## config.mk

```make
export PLATFORM = sky130hd
export DESIGN_NAME = calc_button_decoder
export DESIGN_NICKNAME = d
export VERILOG_FILES = /design/src/rtl/calc_pkg.sv /design/src/rtl/calc_button_decoder.sv
export SDC_FILE = /design/constraint.sdc
export NUM_CORES = 1
export LEC_CHECK = 0
export CAP_MARGIN = 20
export CORE_UTILIZATION = 45
export CTS_BUF_LIST = sky130_fd_sc_hd__clkbuf_8
export DETAILED_ROUTE_END_ITERATION = 6
export HOLD_SLACK_MARGIN = 0.03
export PLACE_DENSITY_LB_ADDON = 0.12
export SYNTH_ARGS = -nofsm -noshare
export SYNTH_HDL_FRONTEND = slang
export SYNTH_SLANG_ARGS = --single-unit
```

## constraint.sdc

```tcl
create_clock -name clk_i -period 4.92 [get_ports clk_i]
set_clock_uncertainty 0.1 [all_clocks]
set_input_delay 1.476 -clock clk_i [delete_from_list [all_inputs] [get_ports clk_i]]
set_output_delay 1.476 -clock clk_i [all_outputs]
set_load 0.005 [all_outputs]
```

## src/rtl/calc_pkg.sv

```systemverilog
// Shared keypad types: raw button field vector and the decoded single-button code.
package calc_pkg;

    // Raw keypad levels, one bit per key; num_0 is bit 0, op_clr is bit 15.
    typedef struct packed {
        logic op_clr;
        logic op_eq;
        logic op_div;
        logic op_mul;
        logic op_sub;
        logic op_add;
        logic num_9;
        logic num_8;
        logic num_7;
        logic num_6;
        logic num_5;
        logic num_4;
        logic num_3;
        logic num_2;
        logic num_1;
        logic num_0;
    } buttons_t;

    // Decoded key: code is (bit index of the key in buttons_t) + 1, zero means none.
    typedef enum logic [4:0] {
        B_NONE   = 5'd0,
        B_NUM_0  = 5'd1,
        B_NUM_1  = 5'd2,
        B_NUM_2  = 5'd3,
        B_NUM_3  = 5'd4,
        B_NUM_4  = 5'd5,
        B_NUM_5  = 5'd6,
        B_NUM_6  = 5'd7,
        B_NUM_7  = 5'd8,
        B_NUM_8  = 5'd9,
        B_NUM_9  = 5'd10,
        B_OP_ADD = 5'd11,
        B_OP_SUB = 5'd12,
        B_OP_MUL = 5'd13,
        B_OP_DIV = 5'd14,
        B_OP_EQ  = 5'd15,
        B_OP_CLR = 5'd16
    } active_button_t;

endpackage

```

## src/rtl/calc_button_decoder.sv

```systemverilog
// Keypad decoder: synchronizes and debounces raw button levels, rejects chords and
// emits one decoded press event per accepted press over a valid/ready handshake.
// Optional auto-repeat while a single key is held: define CALC_BTN_AUTOREPEAT_EN.
module calc_button_decoder #(
    parameter int unsigned DebounceCycles     = 1000,
    parameter int unsigned RepeatDelayCycles  = 50000,
    parameter int unsigned RepeatPeriodCycles = 10000
) (
    input  logic                     clk_i,
    input  logic                     rst_i,
    input  calc_pkg::buttons_t       buttons_i,
    output calc_pkg::active_button_t button_o,
    output logic                     valid_o,
    input  logic                     ready_i,
    output logic                     overflow_o
);

    localparam int unsigned NumBtn  = $bits(calc_pkg::buttons_t);
    localparam int unsigned ButtonW = $bits(calc_pkg::active_button_t);
    localparam int unsigned CntW    = $clog2(DebounceCycles);

    typedef enum logic [1:0] {
        S_RELEASED,
        S_PRESSED,
        S_JAMMED
    } state_e;

    // Elaboration-time parameter sanity checks.
    if (DebounceCycles < 2) begin : g_bad_debounce
        $error("DebounceCycles must be at least 2");
    end
    if (RepeatDelayCycles == 0 || RepeatPeriodCycles == 0) begin : g_bad_repeat
        $error("Repeat cycle counts must be nonzero");
    end

    logic [NumBtn-1:0]        r_sync1, r_sync2;
    logic [NumBtn-1:0]        r_cand, r_stable, r_latched;
    logic [CntW-1:0]          r_cnt;
    state_e                   r_state, w_state_d;
    logic                     w_zero, w_single, w_multi;
    logic                     w_req_press, w_latch, w_req;
    calc_pkg::active_button_t w_dec;
    calc_pkg::active_button_t r_button;
    logic                     r_valid, r_overflow;

    // Two-flop synchronizer for the asynchronous key levels.
    always_ff @(posedge clk_i) begin
        if (rst_i) begin
            r_sync1 <= '0;
            r_sync2 <= '0;
        end else begin
            r_sync1 <= buttons_i;
            r_sync2 <= r_sync1;
        end
    end

    // Debounce: a pattern must repeat DebounceCycles samples before it becomes stable.
    always_ff @(posedge clk_i) begin
        if (rst_i) begin
            r_cand   <= '0;
            r_cnt    <= '0;
            r_stable <= '0;
        end else if (r_sync2 != r_cand) begin
            r_cand <= r_sync2;
            r_cnt  <= '0;
        end else if (r_cnt != CntW'(DebounceCycles - 1)) begin
            r_cnt <= r_cnt + 1'b1;
        end else begin
            r_stable <= r_cand;
        end
    end

    assign w_zero   = (r_stable == '0);
    assign w_single = $onehot(r_stable);
    assign w_multi  = !w_zero && !w_single;

    // Decode the set bit of the stable vector; only meaningful when exactly one is set.
    always_comb begin
        w_dec = calc_pkg::B_NONE;
        for (int i = 0; i < NumBtn; i++) begin
            if (r_stable[i]) begin
                w_dec = calc_pkg::active_button_t'(ButtonW'(i + 1));
            end
        end
    end

    // Press FSM state register.
    always_ff @(posedge clk_i) begin
        if (rst_i) begin
            r_state <= S_RELEASED;
        end else begin
            r_state <= w_state_d;
        end
    end

    // Press FSM next state: one event per clean single press, anything else jams.
    always_comb begin
        w_state_d   = r_state;
        w_req_press = 1'b0;
        w_latch     = 1'b0;
        unique case (r_state)
            S_RELEASED: begin
                if (w_single) begin
                    w_state_d   = S_PRESSED;
                    w_req_press = 1'b1;
                    w_latch     = 1'b1;
                end else if (w_multi) begin
                    w_state_d = S_JAMMED;
                end
            end
            S_PRESSED: begin
                if (w_zero) begin
                    w_state_d = S_RELEASED;
                end else if (r_stable != r_latched) begin
                    w_state_d = S_JAMMED;
                end
            end
            S_JAMMED: begin
                if (w_zero) begin
                    w_state_d = S_RELEASED;
                end
            end
            default: w_state_d = S_RELEASED;
        endcase
    end

    // Remember which key started the current press.
    always_ff @(posedge clk_i) begin
        if (rst_i) begin
            r_latched <= '0;
        end else if (w_latch) begin
            r_latched <= r_stable;
        end
    end

`ifdef CALC_BTN_AUTOREPEAT_EN
    localparam int unsigned RepMax =
        (RepeatDelayCycles > RepeatPeriodCycles) ? RepeatDelayCycles : RepeatPeriodCycles;
    localparam int unsigned RepW = $clog2(RepMax + 1);

    logic [RepW-1:0] r_rep_cnt;
    logic            r_rep_phase;
    logic            w_rep_req;
    logic            w_in_press;

    assign w_in_press = (r_state == S_PRESSED) && (w_state_d == S_PRESSED);

    // Repeat request: first after the delay, then every period while held.
    always_comb begin
        w_rep_req = 1'b0;
        if (w_in_press) begin
            w_rep_req = r_rep_phase ? (r_rep_cnt == RepW'(RepeatPeriodCycles - 1))
                                    : (r_rep_cnt == RepW'(RepeatDelayCycles - 1));
        end
    end

    // Repeat counter runs only while the same key stays held.
    always_ff @(posedge clk_i) begin
        if (rst_i || !w_in_press) begin
            r_rep_cnt   <= '0;
            r_rep_phase <= 1'b0;
        end else if (w_rep_req) begin
            r_rep_cnt   <= '0;
            r_rep_phase <= 1'b1;
        end else begin
            r_rep_cnt <= r_rep_cnt + 1'b1;
        end
    end

    assign w_req = w_req_press | w_rep_req;
`else
    assign w_req = w_req_press;
`endif

    // Output event register; a request finding the slot still occupied is dropped.
    always_ff @(posedge clk_i) begin
        if (rst_i) begin
            r_button   <= calc_pkg::B_NONE;
            r_valid    <= 1'b0;
            r_overflow <= 1'b0;
        end else if (w_req) begin
            if (!r_valid || ready_i) begin
                r_button <= w_dec;
                r_valid  <= 1'b1;
            end else begin
                r_overflow <= 1'b1;
            end
        end else if (r_valid && ready_i) begin
            r_valid <= 1'b0;
        end
    end

    assign button_o   = r_button;
    assign valid_o    = r_valid;
    assign overflow_o = r_overflow;

endmodule

```

==> qor.txt <==
Die Y: 99.6 um
drt wl/cell: 12.4 um
startpoint types: register
Synth Area in XOR/XNOR: 8.18%
fin crit share: 93.7%
Worst setup EP type: register
Mean Syn Cell Area: 9.80 um2
Cells after Synth: 437
Hold WC Path Type: register to register
Port Buffers: 25
Total Wirelength: 7410 um
flop-to-flop setup slack: 310 ps
Slew @ Worst Pin: 1030 ps
Simple-Gate Fraction of Synth Area: 22.7%
Residual DRC: 0
peak fanout along the critical path: 12
pwr/cell area: 284 mW/mm2
number of max-cap violations: 0
RSZ-0062 raised after global routing: no
first-pass GRT wire length: 12,600 um
Synth top area share: 46.3%
initial drt markers: 86
most frequent cells in the layout: dfxtp_1 (99), nor2b_1 (50), nand2b_1 (30)
H-tree depth: 3
CP Launch Point: r_stable[9]
n_diodes: 0
slew margin rel.: 31.6%
initial core utilization: 46.4%
sequential area share after synthesis: 46.3%
CTS Sinks: 99
Die Wd: 99.6 um
complex-gate fraction of the synthesized area: 6.75%
synth top area cells: dfxtp_1 (46%), nor2b_1 (7.3%), xor2_1 (4.7%)
CTS tree: built
Hold Path Sink: r_sync2[5]
Top delay family on crit path: adder cells
Vias/cell: 4.73
Setup CP Type: register to register
Hold Startpoint: r_sync1[5]
Crit Reg-Reg Endpoint: r_state[1]
RePlAce Congestion: 0.839
Max Root-Sink Buffers: 2
Syn-to-layout area delta: 13.3%
CTS root buffer: clkbuf_8
post-CTS setup buffers: 0
largest family of logic cells by synthesized area: simple AND/OR/NAND/NOR gates
top sig layer: met4
clock slew at reported path FFs: 90 ps
FP Rows: 35
post-synth cell types: 47
worst-skew pair later-pin latency: 360 ps
layout cell share with drive strength beyond 1: 7.49%
vias in the first global route: 2,588
Arr. time, crit path: 4770 ps
post-CTS resize count: 0
initial antenna violation count: 0
Die Area: 0.00991 mm2
setup tns final: 0 ps
Lkg Pwr: 0.00189 uW
Synth Cell Area: 0.00428 mm2
maximum clock rate: 0.217 GHz
Setup WS pre-CTS: 306 ps
RR Startpoint: r_stable[9]
CTS buffer count: 9
largest stage delay on the critical path: 520 ps
crit-path most repeated cell: fa_1
setup ws final: 311 ps
met2 wire len: 3560 um
dominant cell type by area after synthesis: dfxtp_1
outcome: finished clean
nets: 499
remaining antenna violation count: 0
CP max-delay cell: fa_1
Max VDD drop: 0.171 mV
crit path time final: 4610 ps
Final Hold Violating Endpoints: 0
dpl hpwl: 5400 um
mux cell area share after synthesis: 4.67%
post-synthesis net count: 474
total power: 1380 uW
Slew Viols, Final: 0
pin count of the biggest net entering global routing: 68
Core Area: 0.00924 mm2
CTS hold repair buffers: 0
Hold Crit Depth: 1
synthesized flop and latch total: 99
Final setup viols: 0
worst-path cell chain: inv_1 -> fa_1 -> inv_1 -> fa_1 -> fa_1 -> inv_1 -> fa_1 -> inv_1 -> ha_1 -> fa_1 -> and2_1 -> a21oi_2 -> nor2_2 -> buf_4 -> nor4b_1
TritonRoute pass-1 iters: 4
Reg2Reg Depth: 15
met3 WL: 201 um
Worst EP required: 5080 ps
worst path buffer plus inverter count: 5
GRT overflow: 0
Ys Warns: 0
M1 WL: 3590 um
num ports: 26
Tot GR Track Use: 16.1%
most common cell after layout, fill and taps aside: dfxtp_1
Post-Synth Adder-Cell Area: 7.01%
Vias: 2,817
==> registers in the layout (all words and copies together), names as in the netlist <==
| name | cells |
|---|---|
| button_o | 5 |
| overflow_o | 1 |
| r_cand | 16 |
| r_cnt | 10 |
| r_latched | 16 |
| r_stable | 16 |
| r_state | 2 |
| r_sync1 | 16 |
| r_sync2 | 16 |
| valid_o | 1 |
==> synth_stat cells, drive strengths merged <==
| cell | instances |
|---|---|
| nand2b | 30 |
| o311ai | 1 |
| a21o | 1 |
| clkbuf | 15 |
| or2 | 1 |
| o21ai | 17 |
| nor3b | 2 |
| o41ai | 1 |
| nor2 | 29 |
| nor4 | 8 |
| ha | 8 |
| o31ai | 1 |
| o32ai | 1 |
| a211oi | 2 |
| xor2 | 23 |
| or2b | 3 |
| and3 | 2 |
| a31o | 1 |
| a41oi | 1 |
| fa | 10 |
| inv | 24 |
| nor2b | 50 |
| xnor2 | 17 |
| nand4 | 3 |
| a21oi | 20 |
| buf | 5 |
| mux2i | 20 |
| nand2 | 22 |
| o21bai | 2 |
| dfxtp | 99 |
| nand3 | 4 |
| and2 | 3 |
| nand4b | 1 |
| nor3 | 4 |
| or4 | 2 |
| or3 | 1 |
| a31oi | 1 |
| nor4b | 2 |
==> logic make-up (layout without fill, tap and decap cells) <==
kind of cell,after synthesis,in the layout
AO/OA/AOI/OAI,49,49
XOR/XNOR,40,40
adder cells (fa/ha/maj),18,18
buffers and inverters,44,74
flip-flops,99,99
multiplexers,20,20
AND/OR/NAND/NOR,167,167
==> per-layer routing <==
| metal | up-vias | track usage (%) |
|---|---|---|
| li1 | 1468 | - |
| met3 | 7 | 3.37 |
| met2 | 40 | 26.5 |
| met4 | 0 | 5.43 |
| met5 | - | 0 |
| met1 | 1302 | 21.1 |
==> through the flow <==
stage / instances / util, % / area [um2] / hold slack (ps)
4_1_cts: 596 / 52.5 / 4850 / 345
5_1_grt: 596 / 52.5 / 4850 / 359
3_5_place_dp: 580 / 50.4 / 4660 / 322
3_3_place_gp: 580 / 50.4 / 4660 / 319
6_report: 596 / 52.5 / 4850 / 341
2_1_floorplan: 437 / - / 4280 / 314
==> power by group <==
| part | total (uW) | switching [uW] | internal [uW] |
|---|---|---|---|
| sequential | 824 | 6.81 | 817 |
| clock | 501 | 292 | 209 |
| combinational | 55.4 | 23.6 | 31.8 |
==> worst max path at each step <==
stage | cells after the start | to
floorplan | 16 | r_latched[13]
global placement | 15 | button_o[0]
detailed placement | 15 | button_o[0]
CTS | 15 | r_state[1]
global route | 15 | r_state[1]
finish | 15 | r_state[1]
==> final cells by class <==
class / instances / area, um2
inverters: 24 / 90.1
flip-flops and latches: 99 / 1980
fillers: 861 / 4390
repair buffers: 34 / 313
clock inverters: 6 / 57.6
clock buffers: 10 / 138
multi-input cells: 294 / 2110
well taps: 129 / 161
(Power assumes the default switching activity.)
